File: src/rtl/vx_stream_packer.sv
// Packs RATIO narrow valid/ready beats into one lane-masked word and pushes it
// into a downstream FIFO, with a one-word holding register decoupling ingest from drain.
module vx_stream_packer #(
  parameter  int DATAW = 4,
  parameter  int RATIO = 4,
  localparam int OUTW  = DATAW * RATIO
) (
  input  logic             clk,
  input  logic             reset_n,
  input  logic             in_valid,
  input  logic [DATAW-1:0] in_data,
  input  logic             in_last,
  output logic             in_ready,
  input  logic             full,
  output logic             push,
  output logic [OUTW-1:0]  data_out,
  output logic [RATIO-1:0] mask_out,
  output logic             idle
);

  localparam int CNTW = (RATIO > 1) ? $clog2(RATIO) : 1;

  logic [CNTW-1:0]  cnt_q,     cnt_d;
  logic [OUTW-1:0]  staging_q, staging_d;
  logic [RATIO-1:0] fill_q,    fill_d;
  logic [OUTW-1:0]  hold_q,    hold_d;
  logic [RATIO-1:0] hmask_q,   hmask_d;
  logic             pending_q, pending_d;

  logic             accept;
  logic             complete;
  logic [RATIO-1:0] mask_new;
  logic [OUTW-1:0]  merged;
  logic [OUTW-1:0]  lane_keep;

  assign in_ready = !pending_q || !full;
  assign push     = pending_q && !full;
  assign accept   = in_valid && in_ready;
  assign complete = accept && ((cnt_q == CNTW'(RATIO - 1)) || in_last);
  assign mask_new = fill_q | (RATIO'(1) << cnt_q);
  assign data_out = hold_q;
  assign mask_out = hmask_q;
  assign idle     = (cnt_q == '0) && !pending_q;

  // Insert the incoming beat into its lane and build a bit mask of filled lanes.
  always_comb begin
    merged    = staging_q;
    lane_keep = '0;
    for (int k = 0; k < RATIO; k++) begin
      if (CNTW'(k) == cnt_q) merged[k*DATAW +: DATAW] = in_data;
      if (mask_new[k])       lane_keep[k*DATAW +: DATAW] = {DATAW{1'b1}};
    end
  end

  always_comb begin
    cnt_d     = cnt_q;
    staging_d = staging_q;
    fill_d    = fill_q;
    hold_d    = hold_q;
    hmask_d   = hmask_q;
    pending_d = pending_q;
    if (push) pending_d = 1'b0;
    if (complete) begin
      // A completing beat overrides a same-edge push: the drained word leaves
      // while the new one lands in the holding register.
      hold_d    = merged & lane_keep;
      hmask_d   = mask_new;
      pending_d = 1'b1;
      cnt_d     = '0;
      staging_d = '0;
      fill_d    = '0;
    end else if (accept) begin
      cnt_d     = cnt_q + CNTW'(1);
      staging_d = merged;
      fill_d    = mask_new;
    end
  end

  always_ff @(posedge clk or negedge reset_n) begin
    if (!reset_n) begin
      cnt_q     <= '0;
      staging_q <= '0;
      fill_q    <= '0;
      hold_q    <= '0;
      hmask_q   <= '0;
      pending_q <= 1'b0;
    end else begin
      cnt_q     <= cnt_d;
      staging_q <= staging_d;
      fill_q    <= fill_d;
      hold_q    <= hold_d;
      hmask_q   <= hmask_d;
      pending_q <= pending_d;
    end
  end

endmodule

File: config.mk
export PLATFORM = sky130hd
export DESIGN_NAME = vx_stream_packer
export DESIGN_NICKNAME = d
export VERILOG_FILES = /design/src/rtl/vx_stream_packer.sv
export SDC_FILE = /design/constraint.sdc
export NUM_CORES = 1
export LEC_CHECK = 0
export ABC_AREA = 1
export CAP_MARGIN = 20
export CORE_MARGIN = 3
export CORE_UTILIZATION = 40
export CTS_CLUSTER_SIZE = 8
export DETAILED_ROUTE_END_ITERATION = 8
export SYNTH_ARGS = -nofsm -noshare
export SYNTH_HDL_FRONTEND = slang
export SYNTH_SLANG_ARGS = --single-unit
File: constraint.sdc
create_clock -name clk -period 1.2 [get_ports clk]
set_clock_uncertainty 0.05 [all_clocks]
set_input_delay 0.24 -clock clk [delete_from_list [all_inputs] [get_ports clk]]
set_output_delay 0.24 -clock clk [all_outputs]
set_load 0.005 [all_outputs]
==> results, run 1 <==
- The repair_antennas step left the layout with diodes totalling 0.
- The largest incremental delay on the critical path is 0.41 ns.
- The first-pass GRT wire length is 9.59 mm.
- The H-tree depth is 2.
- The net count of the finished layout is 400.
- The post-synthesis average cell area is 7.48 um2.
- The register clock-pin slew on the reported worst setup and hold paths is 0.08 ns.
- The maximum net fanout on the critical path is 2.
- Setup slack on the critical path of the routed design comes to -0.263 ns.
- The worst setup path is of the flop to primary output kind.
- The post-synthesis net count is 319.
- The total CTS buffers is 5.
- Once layout is complete, the utilization of the core stands at 0.603.
- Pin placement for this block handled 32 I/O pins.
- The cell at the slowest stage of the critical path is sky130_fd_sc_hd__dfrtp_1.
- The number of warnings issued by yosys is 0.
- The static power due to leakage is 1.71 nW.
- The capturing element type of the critical path is a primary output.
- The layout filler cell count is 512.
- The HPWL reported at the end of detailed placement is 3.75 mm.
- No sink is reached through more buffers than the 2 on the longest clock path.
- TritonCTS built the clock tree.
- The run finished, with violations left.
- For this block, the initial DRC count from the detailed router was 99.
- The total number of clock tree sinks is 43.
- The cell at the root of the clock tree is sky130_fd_sc_hd__clkbuf_8.
- The count of endpoints failing hold in the final timing report is 0.
- The sort of element at the start of the critical path is a flop.
- Dividing total power by cell area gives a power density of 1470 nW/um2.
- Measured against its own limit, the worst slew margin works out to 0.841.
- The count of nets left with antenna violations once routing finished came out at 0.
- The number of violations of the max-capacitance limit is 0.
- The number of antenna violations at the first check in global routing was 0.
- The maximum clock frequency is 684 MHz.
- The worst path required time is 0.91 ns.
- The die extent in x is 81.7 um.
- At the pin with the least slew margin, the transition time is 0.238 ns.
- The cell count after synthesis came out at 306.
- In this run the tool buffered the top-level ports with 31 buffer cells.
- The critical path goes through inv_2 -> ha_4 -> inv_2 -> nor2_1 -> buf_2.
- The height of the chip is 81.7 um.
- The fraction of final layout cells sized beyond drive strength 1 is 0.302.
- The floorplan step defined a core boundary enclosing 5340 um2.
- At the later pin of the worst-skew pair, clock insertion delay measures 0.30 ns.
- The final-report max-slew violation count is 0.
- The final reports fail on negative setup slack.
- The cell seen most often among critical-path stages is sky130_fd_sc_hd__inv_2.
- For this block, the routed nets add up to 5.95 mm of wire.
- The worst path in the final design needs a cycle of 1.46 ns, including I/O delays and setup.
- The maximum number of pins on one net before global-route repair is 44.
- The cell family with the largest share of critical-path delay is flip-flops.
- The number of placement rows is 26.
- Setup violations remaining at the end of the flow were counted as 46.
- Setup repair after global routing could not meet its margin everywhere.
- The sequential area share after synthesis is 0.470.
- The growth of design area from synthesis to finish is 40.5%.
- The congestion estimate from routability-driven global placement came to 0.819.
- In the final routed layout, each cell accounts on average for 13.0 um.
- The number of iterations in the first detailed-routing pass is 4.
- For this configuration, the core starts out at a cell density of 0.429.
- IR analysis of the VDD net gives a maximum drop of 0.000807 V.
- The largest total area in the synthesized netlist belongs to sky130_fd_sc_hd__dfrtp_1.
- The total vias in the final route is 2103.
- The signal arrival time at the worst endpoint is 1.17 ns.
- The top-area cell type share of the netlist area is 0.470.
- After synthesis the cells add up to 2290 um2.
- Yosys mapped the design onto 15 distinct sky130hd cell types.
- The via count of the first global-routing pass is 2086.
- The path type of the worst min-delay path is primary input to asynchronous set/reset pin.
- The number of flip-flops and latches in the synthesized netlist is 43.
- The floorplan step defined a die boundary enclosing 6670 um2.
- The buffering stage count on the worst path with inverters included is 3.
- The mean number of vias per cell is 4.59.
- Hold is met by 0.394 ns.
- After detailed routing, the number of remaining DRC violations is 0.
- Ranked by total cell area, the synthesized netlist is headed by sky130_fd_sc_hd__dfrtp_1 (47%), sky130_fd_sc_hd__nand2_1 (23%), sky130_fd_sc_hd__inv_1 (5.2%).
- The final clock period utilization by the worst path is 1.22.
- The remaining global-route overflow is 0.
- In the global route stage, overall resource usage came out at 0.192.
- The final non-filler cell total is 458.
- The placed instance count is 424.
## power breakdown
group          internal [W]  total, W  switching, W
Clock              0.000405  0.000924      0.000519
Sequential          0.00171   0.00183      0.000124
Combinational      0.000929   0.00198       0.00105
Total               0.00304   0.00473       0.00169
## flip-flops by register name, indices dropped and copies added (netlist names)
register,count
cnt_q,2
data_out,16
fill_q,4
mask_out,4
pending_q,1
staging_q,16
## cell usage in the layout, fill, tap and decap left out, drive strengths merged
master and count:
a21oi 1, dlygate4sd2 1, nor2 32, nand2 149
nand3 1, buf 57, clkdlybuf4s50 6, dfrtp 43
clkbuf 23, dlygate4sd3 1, inv 35, clkinv 1
o21ai 32, ha 4, clkinvlp 2
## worst paths after layout
path                       cells after the start      endpoint        start  slack (ns)
setup / recovery                               5          idle     cnt_q[0]       -0.26
max in group asynchronous                      3  staging_q[2]      reset_n        0.49
min in group clk                               2   mask_out[3]  mask_out[3]        0.43
hold / removal                                 3  staging_q[8]      reset_n        0.39
hold reg to reg                                2   mask_out[3]  mask_out[3]        0.43
setup reg to reg                               9  data_out[11]     cnt_q[0]       -0.25
## per-stage QoR
stage / total power, W / TNS [ns] / setup WS, ns / area (um2)
6_report: 0.00473 / -9.44 / -0.263 / 3220
5_1_grt: 0.00512 / -12.19 / -0.333 / 3220
4_1_cts: 0.00467 / -9.24 / -0.246 / 3150
3_5_place_dp: 0.00359 / -16.80 / -0.432 / 2850
3_3_place_gp: 0.00357 / -16.13 / -0.405 / 2850
2_1_floorplan: 0.00280 / -1.07 / -0.0429 / 2300
## cells in the mapped netlist
cell and instances:
sky130_fd_sc_hd__nand2_4 3, sky130_fd_sc_hd__nor2_1 30, sky130_fd_sc_hd__o21ai_0 22, sky130_fd_sc_hd__nand2_1 142
sky130_fd_sc_hd__o21ai_2 10, sky130_fd_sc_hd__inv_2 3, sky130_fd_sc_hd__dfrtp_1 43, sky130_fd_sc_hd__nor2_4 2
sky130_fd_sc_hd__nand3_1 1, sky130_fd_sc_hd__ha_1 4, sky130_fd_sc_hd__buf_6 7, sky130_fd_sc_hd__buf_2 4
sky130_fd_sc_hd__inv_1 32, sky130_fd_sc_hd__a21oi_4 1, sky130_fd_sc_hd__nand2_2 2
## routing by layer
| metal | wire (um) | up-vias | track usage |
|---|---|---|---|
| met1 | 2590 | 963 | 0.230 |
| met3 | 263 | 10 | 0.0417 |
| met5 | 0 | - | 0 |
| met2 | 2990 | 46 | 0.338 |
| met4 | 112 | 0 | 0.0698 |
| li1 | - | 1084 | - |
## repair_timing
action | 4_1_cts | 5_1_grt
gates resized for setup | 74 | 32
hold endpoints to repair | 43 | 0
cloned | 1 | 2
buffers inserted | 15 | 7
pin swaps | 1 | 2
hold buffers | 1 | 0
endpoints found under the setup margin | 66 | 64
## kinds of logic after synthesis
kind of cell,after synthesis,synth area share
AND/OR/NAND/NOR,180,0.314
buffers and inverters,46,0.101
flip-flops,43,0.470
AO/OA/AOI/OAI,33,0.0934
adder cells (fa/ha/maj),4,0.0219
## cell type report
class	count	area, um2	area share
clock inverters	3	20.0	0.00622
flip-flops and latches	43	1080	0.334
well taps	70	87.6	0.0272
inverters	35	136	0.0424
multi-input cells	219	1110	0.344
repair buffers	83	722	0.224
clock buffers	5	68.8	0.0214
## worst reg2reg max path, cell delays in order (launching register included)
cell                      delay [ns]
sky130_fd_sc_hd__dfrtp_1        0.41
sky130_fd_sc_hd__buf_4          0.17
sky130_fd_sc_hd__ha_4           0.18
sky130_fd_sc_hd__inv_4          0.08
sky130_fd_sc_hd__nand2_8        0.08
sky130_fd_sc_hd__inv_4          0.07
sky130_fd_sc_hd__nor2_4         0.03
sky130_fd_sc_hd__buf_12         0.14
sky130_fd_sc_hd__nand2_1        0.08
sky130_fd_sc_hd__nand2_1        0.05
Note: power is estimated with default switching activity, not from simulation.
==> run 2, diff against run 1 <==
ABC_AREA = default   (was 1)
PLACE_DENSITY = 0.66   (was default)
==> results, run 2 <==
- Violations in the final reports: negative setup slack (unchanged).
- Cells along the critical path: buf_6 -> ha_4 -> or2_4 -> nand2_8 -> clkbuf_16 -> o21ai_1 (was inv_2 -> ha_4 -> inv_2 -> nor2_1 -> buf_2).
- The post-synthesis average cell area was 11.3 um2 (was 7.48 um2).
- The core box area is 4440 um2 (was 5340 um2).
- The largest incremental delay on the critical path came to 0.41 ns (about the same).
- The via count of the first global-routing pass is 1645 (was 2086).
- The number of nets with antenna violations after detailed routing is 0 (unchanged).
- The final clock period utilization by the worst path is 1.26 (was 1.22).
- The most frequent standard cell in the layout excluding fill and tap cells is sky130_fd_sc_hd__dfrtp_1 (was sky130_fd_sc_hd__nand2_1).
- The cell family with the largest share of critical-path delay is simple AND/OR/NAND/NOR gates (was flip-flops).
- The path type of the worst min-delay path is primary input to asynchronous set/reset pin (unchanged).
- The count of buffers from port buffering came to 31 (unchanged).
- The top-area cell type share of the netlist area came to 0.576 (was 0.470).
- The transition time at the pin with the least slew margin came to 0.366 ns (was 0.238 ns).
- The starting density of the core came to 0.420 (was 0.429).
- The number of enable-type register cells in the synthesized netlist is 0 (unchanged).
- The total wire length after detailed routing is 4.95 mm (was 5.95 mm).
- The number of warnings issued by yosys came to 0 (unchanged).
- The number of placement rows is 24 (was 26).
- The total vias in the final route is 1618 (was 2103).
- The final-report max-slew violation count is 0 (unchanged).
- The worst voltage drop across the vdd grid is 0.000788 V (was 0.000807 V).
- The final cell utilization of the core is 0.624 (was 0.603).
- The number of failing setup endpoints in the final timing report is 46 (unchanged).
- The growth of design area from synthesis to finish came to 48.4% (was 40.5%).
- The total routing resource utilization after global routing is 0.192 (about the same).
- The dominant synthesized flop cell is sky130_fd_sc_hd__dfrtp_1 (unchanged).
- The clock latency at the later pin of the worst-skew pair is 0.29 ns (was 0.30 ns).
- The number of I/O pins is 32 (unchanged).
- The worst slew slack as a fraction of its limit is 0.755 (was 0.841).
- Leading cell types in the layout, fill and taps excluded: sky130_fd_sc_hd__dfrtp_1 (43), sky130_fd_sc_hd__o21ai_1 (22), sky130_fd_sc_hd__buf_4 (22), sky130_fd_sc_hd__clkbuf_2 (15), sky130_fd_sc_hd__a22oi_1 (13) (was sky130_fd_sc_hd__nand2_1 (141), sky130_fd_sc_hd__dfrtp_1 (43), sky130_fd_sc_hd__buf_4 (38), sky130_fd_sc_hd__nor2_1 (29), sky130_fd_sc_hd__inv_1 (28)).
- The fraction of final layout cells sized beyond drive strength 1 is 0.489 (was 0.302).
- The mean number of vias per cell is 5.76 (was 4.59).
- The die extent in x came to 74.3 um (was 81.7 um).
- The total power divided by cell area is 1620 nW/um2 (was 1470 nW/um2).
- The number of antenna violations at the first check in global routing is 0 (unchanged).
- The clock tree buffer depth came to 2 (unchanged).
- The sort of element at the start of the critical path is a flop (unchanged).
- The cell accounting for the most synthesized area is sky130_fd_sc_hd__dfrtp_1 (unchanged).
- The number of flip-flops and latches in the synthesized netlist is 43 (unchanged).
- The final critical-path setup slack is -0.311 ns (was -0.263 ns).
- The routing usage on met2 is 0.332 (was 0.338).
- Top post-synthesis cells by count: sky130_fd_sc_hd__dfrtp_1 (43), sky130_fd_sc_hd__o21ai_0 (23), sky130_fd_sc_hd__o21ai_1 (21) (was sky130_fd_sc_hd__nand2_1 (142), sky130_fd_sc_hd__dfrtp_1 (43), sky130_fd_sc_hd__inv_1 (32)).
- Setup repair after global routing missed its margin: true (unchanged).
- The global-route met1 utilization is 0.242 (was 0.230).
- The first-pass GRT wire length is 8.10 mm (was 9.59 mm).
- The height of the chip is 74.3 um (was 81.7 um).
- The combined area of the multi-input logic cells is 918 um2 (was 1110 um2).
- The cell at the slowest stage of the critical path is sky130_fd_sc_hd__dfrtp_1 (unchanged).
- The maximum net fanout on the critical path is 9 (was 2).
- The most numerous cell in the Yosys netlist is sky130_fd_sc_hd__dfrtp_1 (was sky130_fd_sc_hd__nand2_1).
- The sequential area share after synthesis came to 0.576 (was 0.470).
- The number of iterations in the first detailed-routing pass is 4 (unchanged).
- The number of nets in the layout is 242 (was 400).
- The synthesized cell area is 1870 um2 (was 2290 um2).
- The count of mapped cells out of synthesis came to 165 (was 306).
- The total CTS buffers is 5 (unchanged).
- The maximum clock frequency is 662 MHz (was 684 MHz).
- The final critical-path required period is 1.51 ns (was 1.46 ns).
- The register clock-pin slew on the reported worst setup and hold paths is 0.08 ns (about the same).
- The layout filler cell count is 345 (was 512).
- The buffering stage count on the worst path with inverters included came to 2 (was 3).
- The antenna diode count is 0 (unchanged).
- The number of violations of the max-capacitance limit is 0 (unchanged).
- Biggest area contributors in the synthesized netlist: sky130_fd_sc_hd__dfrtp_1 (58%), sky130_fd_sc_hd__a22oi_1 (6.4%), sky130_fd_sc_hd__o21ai_0 (6.2%) (was sky130_fd_sc_hd__dfrtp_1 (47%), sky130_fd_sc_hd__nand2_1 (23%), sky130_fd_sc_hd__inv_1 (5.2%)).
- The routed length per instance is 17.6 um (was 13.0 um).
- The proportion of synthesized flip-flops having asynchronous set or reset is 1.00 (unchanged).
- The overall die area was 5530 um2 (was 6670 um2).
- The post-synthesis net count is 178 (was 319).
- The area taken by flip-flops and latches was 1080 um2 (unchanged).
- The routing layer with the top usage in global route is met2 (unchanged).
- The signal arrival time at the worst endpoint is 1.64 ns (was 1.17 ns).
- The total number of clock tree sinks was 43 (unchanged).
- The remaining design rule violation count is 0 (unchanged).
- The worst hold slack across all endpoints was 0.396 ns (was 0.394 ns).
- The path type of the worst setup path is flop to flop (was flop to primary output).
- The CTS tree is built (unchanged).
- The maximum number of pins on one net before global-route repair is 44 (unchanged).
- The count of endpoints failing hold in the final timing report is 0 (unchanged).
- The HPWL reported at the end of detailed placement was 3.22 mm (was 3.75 mm).
- The cell at the root of the clock tree is sky130_fd_sc_hd__clkbuf_8 (unchanged).
- Outcome: complete, but fails checks (unchanged).
- The capturing element type of the critical path was a flop (was primary output).
- The number of DRC violations after detailed-routing iteration 0 came to 154 (was 99).
- The remaining global-route overflow is 0 (unchanged).
- The final RePlAce weighted congestion was 0.858 (was 0.819).
- The number of distinct library cell variants in the gate-level netlist after synthesis is 24 (was 15).
- The routing usage on met3 is 0.0419 (was 0.0417).
- The static power due to leakage came to 1.30 nW (was 1.71 nW).
- The H-tree depth was 2 (unchanged).
- The worst path required time came to 1.33 ns (was 0.91 ns).
-- run 2: cell count changes after synthesis, sizes merged, moves of 12 or more --
cell,change
nand2,-144
inv,-33
nor2,-22
a22oi,+16
o21ai,+13
a32o,+12
-- run 2: path summary, 6_finish.rpt --
check                              start       endpoint  slack (ns)  cells past startpoint
hold reg to reg            staging_q[13]  staging_q[13]        0.44                      1
setup / recovery                cnt_q[1]   data_out[13]       -0.31                      6
setup reg to reg                cnt_q[1]   data_out[13]       -0.31                      6
max in group asynchronous        reset_n    mask_out[2]        0.50                      3
min in group clk           staging_q[13]  staging_q[13]        0.44                      1
hold / removal                   reset_n    mask_out[3]        0.40                      3
-- run 2: metal layers --
metal / vias up / routed length (um)
met5: - / 0
met2: 32 / 2700
met4: 0 / 65
met3: 7 / 155
met1: 833 / 2030
li1: 746 / -
-- run 2: cells by family (layout without fill, tap and decap cells) --
kind of cell | after synthesis | in the layout | synth area share
AO/OA/AOI/OAI | 78 | 78 | 0.277
AND/OR/NAND/NOR | 27 | 28 | 0.0797
buffers and inverters | 13 | 76 | 0.0402
flip-flops | 43 | 43 | 0.576
adder cells (fa/ha/maj) | 4 | 4 | 0.0268
-- run 2: tightest hold or removal path, cell delays in order --
cell	delay (ns)
sky130_fd_sc_hd__dlygate4sd3_1	0.52
sky130_fd_sc_hd__buf_2	0.12
sky130_fd_sc_hd__buf_12	0.23
-- run 2: through the flow --
stage / total power (W) / area [um2] / setup WS (ns) / std cells / TNS (ns)
floorplan: 0.00248 / 1890 / -0.148 / 165 / -4.82
global placement: 0.00314 / 2410 / -0.435 / 260 / -16.73
detailed placement: 0.00321 / 2410 / -0.488 / 260 / -18.17
CTS: 0.00444 / 2710 / -0.297 / 277 / -11.44
global route: 0.00476 / 2770 / -0.357 / 281 / -14.65
finish: 0.00450 / 2770 / -0.311 / 281 / -12.28
-- run 2: area by class of cell --
cell class,instances,share of cell area
Sequential cell,43,0.388
Multi-Input combinational cell,110,0.331
Timing Repair Buffer,67,0.218
Clock buffer,6,0.0262
Tap cell,52,0.0235
Clock inverter,1,0.0108
Inverter,2,0.00271
-- run 2: report_power, final --
part	total (W)	internal [W]	leakage, nW	switching (W)
sequential	0.00188	0.00171	0.576	0.000167
clock	0.00108	0.000610	0.0513	0.000473
combinational	0.00154	0.000790	0.670	0.000750
-- run 2: timing repair --
action	CTS	global route
gates cloned	1	2
resized for setup	95	38
hold endpoints to repair	43	0
setup buffers	9	2
setup endpoints to repair	66	62
pin swaps	13	11
hold buffers	1	0
==> run 3, diff against run 2 <==
CORE_UTILIZATION = 45   (was 40)
PLACE_DENSITY = 0.72   (was 0.66)
==> results, run 3 (synthesized netlist as in run 2, its figures left out) <==
- Outcome: complete, but fails checks (unchanged).
- Violations in the final reports: negative setup slack (unchanged).
- The CTS tree is built (unchanged).
- The number of nets with antenna violations after detailed routing is 0 (unchanged).
- The height of the chip was 70.4 um (was 74.3 um).
- The starting density of the core is 0.488 (was 0.420).
- The first-pass GRT wire length came to 8.15 mm (was 8.10 mm).
- The total CTS buffers is 5 (unchanged).
- The number of nets in the layout came to 246 (was 242).
- The net switching power was 0.00137 W (was 0.00139 W).
- The number of iterations in the first detailed-routing pass is 4 (unchanged).
- The final non-filler cell total is 282 (was 281).
- The path type of the worst setup path is flop to flop (unchanged).
- The cell at the root of the clock tree is sky130_fd_sc_hd__clkbuf_8 (unchanged).
- The number of failing setup endpoints in the final timing report is 46 (unchanged).
- The total power divided by cell area came to 1590 nW/um2 (was 1620 nW/um2).
- The layout filler cell count was 264 (was 345).
- The path type of the worst min-delay path was primary input to asynchronous set/reset pin (unchanged).
- The final RePlAce weighted congestion came to 0.818 (was 0.858).
- The most frequent standard cell in the layout excluding fill and tap cells is sky130_fd_sc_hd__dfrtp_1 (unchanged).
- The register clock-pin slew on the reported worst setup and hold paths is 0.08 ns (about the same).
- The combined area of the multi-input logic cells is 867 um2 (was 918 um2).
- The number of violations of the max-capacitance limit came to 0 (unchanged).
- The placed instance count is 257 (was 260).
- The sequential fraction of design power is 0.441 (was 0.417).
- The remaining design rule violation count was 0 (unchanged).
- The remaining global-route overflow is 0 (unchanged).
- The count of buffers from port buffering is 31 (unchanged).
- The total routing resource utilization after global routing was 0.214 (was 0.192).
- The final critical-path setup slack was -0.325 ns (was -0.311 ns).
- The H-tree depth is 2 (unchanged).
- The routed length per instance is 17.5 um (was 17.6 um).
- The count of endpoints failing hold in the final timing report was 0 (unchanged).
- The maximum net fanout on the critical path is 5 (was 9).
- The via count of the first global-routing pass is 1652 (was 1645).
- The HPWL reported at the end of detailed placement is 3.15 mm (was 3.22 mm).
- The overall power of the completed layout is 0.00424 W (was 0.00450 W).
- The share of power burned in combinational logic was 0.348 (was 0.342).
- The worst voltage drop across the vdd grid is 0.00101 V (was 0.000788 V).
- The sort of element at the start of the critical path is a flop (unchanged).
- The capturing element type of the critical path was a flop (unchanged).
- The worst slew slack as a fraction of its limit is 0.753 (was 0.755).
- The die extent in x is 70.4 um (was 74.3 um).
- The core box area is 3830 um2 (was 4440 um2).
- The worst path required time came to 1.38 ns (was 1.33 ns).
- The final-report max-slew violation count is 0 (unchanged).
- The number of I/O pins is 32 (unchanged).
- The clock tree buffer depth is 2 (unchanged).
- The final cell utilization of the core is 0.698 (was 0.624).
- Setup repair after global routing missed its margin: true (unchanged).
- The clock latency at the later pin of the worst-skew pair is 0.30 ns (was 0.29 ns).
- The overall die area is 4960 um2 (was 5530 um2).
- The transition time at the pin with the least slew margin is 0.369 ns (was 0.366 ns).
- The clock network fraction of total power is 0.211 (was 0.241).
- The total wire length after detailed routing is 4.94 mm (was 4.95 mm).
- The area taken by flip-flops and latches was 1080 um2 (unchanged).
- The total vias in the final route is 1622 (was 1618).
- The number of antenna violations at the first check in global routing is 0 (unchanged).
- The cell-internal power came to 0.00287 W (was 0.00311 W).
- The total number of clock tree sinks is 43 (unchanged).
- The final clock period utilization by the worst path is 1.27 (was 1.26).
- The static power due to leakage is 1.28 nW (was 1.30 nW).
- The number of DRC violations after detailed-routing iteration 0 was 92 (was 154).
- The signal arrival time at the worst endpoint was 1.71 ns (was 1.64 ns).
- The growth of design area from synthesis to finish is 43.1% (was 48.4%).
- The mean number of vias per cell is 5.75 (was 5.76).
- The final critical-path required period came to 1.53 ns (was 1.51 ns).
- The fraction of final layout cells sized beyond drive strength 1 is 0.462 (was 0.489).
- The antenna diode count is 0 (unchanged).
- Leading cell types in the layout, fill and taps excluded: sky130_fd_sc_hd__dfrtp_1 (43), sky130_fd_sc_hd__buf_4 (27), sky130_fd_sc_hd__o21ai_0 (20), sky130_fd_sc_hd__o21ai_1 (20), sky130_fd_sc_hd__clkbuf_2 (14) (was sky130_fd_sc_hd__dfrtp_1 (43), sky130_fd_sc_hd__o21ai_1 (22), sky130_fd_sc_hd__buf_4 (22), sky130_fd_sc_hd__clkbuf_2 (15), sky130_fd_sc_hd__a22oi_1 (13)).
- The maximum number of pins on one net before global-route repair is 44 (unchanged).
- The switching share of power came to 0.324 (was 0.309).
- The maximum clock frequency is 656 MHz (was 662 MHz).
- The number of placement rows is 22 (was 24).
## run 3: cell types whose count changed in the layout (fill, tap and decap cells not counted), moves of 2 or more
cell	delta
sky130_fd_sc_hd__and2_4	-2
sky130_fd_sc_hd__o21ai_2	-8
sky130_fd_sc_hd__and2_1	+2
sky130_fd_sc_hd__buf_12	-2
sky130_fd_sc_hd__o21ai_1	-2
sky130_fd_sc_hd__buf_2	+3
sky130_fd_sc_hd__o21ai_0	+9
sky130_fd_sc_hd__buf_6	+4
sky130_fd_sc_hd__buf_4	+5
sky130_fd_sc_hd__clkbuf_16	-2
## run 3: stage by stage
step	setup TNS [ns]	hold slack (ns)	setup WS (ns)	area, um2
2_1_floorplan	-4.82	-0.106	-0.148	1890
5_1_grt	-13.85	0.417	-0.372	2670
4_1_cts	-11.19	0.394	-0.308	2640
3_3_place_gp	-17.16	0.173	-0.439	2370
3_5_place_dp	-19.22	0.181	-0.492	2370
6_report	-11.46	0.388	-0.325	2670
## run 3: layout make-up
| cell class | instances | area share |
|---|---|---|
| sequential | 43 | 0.403 |
| timing repair buffer | 72 | 0.217 |
| clock inverter | 1 | 0.00187 |
| tap | 48 | 0.0225 |
| clock buffer | 7 | 0.0286 |
| multi-input combinational | 109 | 0.324 |
| inverter | 2 | 0.00281 |
## run 3: repair_timing
item	in CTS	in global routing
hold buffers	1	0
gates cloned	1	0
pin swaps	7	3
endpoints found under the hold margin	43	0
buffers inserted	10	5
setup endpoints to repair	66	61
gates resized for setup	87	32
## run 3: path summary, 6_finish.rpt
path                               startpoint             to  slack, ns  cells after the start
worst max-delay path                 cnt_q[0]   staging_q[8]      -0.33                      6
worst min-delay path                  reset_n      pending_q       0.39                      3
worst max register to register       cnt_q[0]   staging_q[8]      -0.33                      6
worst min register to register  staging_q[15]  staging_q[15]       0.45                      1
max in group asynchronous             reset_n   staging_q[3]       0.50                      3
min in group clk                staging_q[15]  staging_q[15]       0.45                      1
## run 3: metal layers
layer | GRT usage | wire length, um
met1 | 0.262 | 2050
met2 | 0.351 | 2490
met3 | 0.0590 | 256
met4 | 0.0936 | 146
met5 | 0 | 0
## run 3: critical path: stages (launching register included)
cell	delay (ns)
sky130_fd_sc_hd__dfrtp_1	0.40
sky130_fd_sc_hd__buf_6	0.13
sky130_fd_sc_hd__ha_4	0.15
sky130_fd_sc_hd__or2_4	0.28
sky130_fd_sc_hd__nor2_4	0.15
sky130_fd_sc_hd__buf_4	0.14
sky130_fd_sc_hd__a32o_2	0.17
## run 3: power groups by stage
stage	combinational (W)	clock [W]	sequential [W]
6_report	0.00148	0.000895	0.00187
2_1_floorplan	0.000599	0	0.00188
3_5_place_dp	0.00130	0	0.00188
5_1_grt	0.00160	0.000968	0.00190
4_1_cts	0.00140	0.000916	0.00186
3_3_place_gp	0.00126	0	0.00187
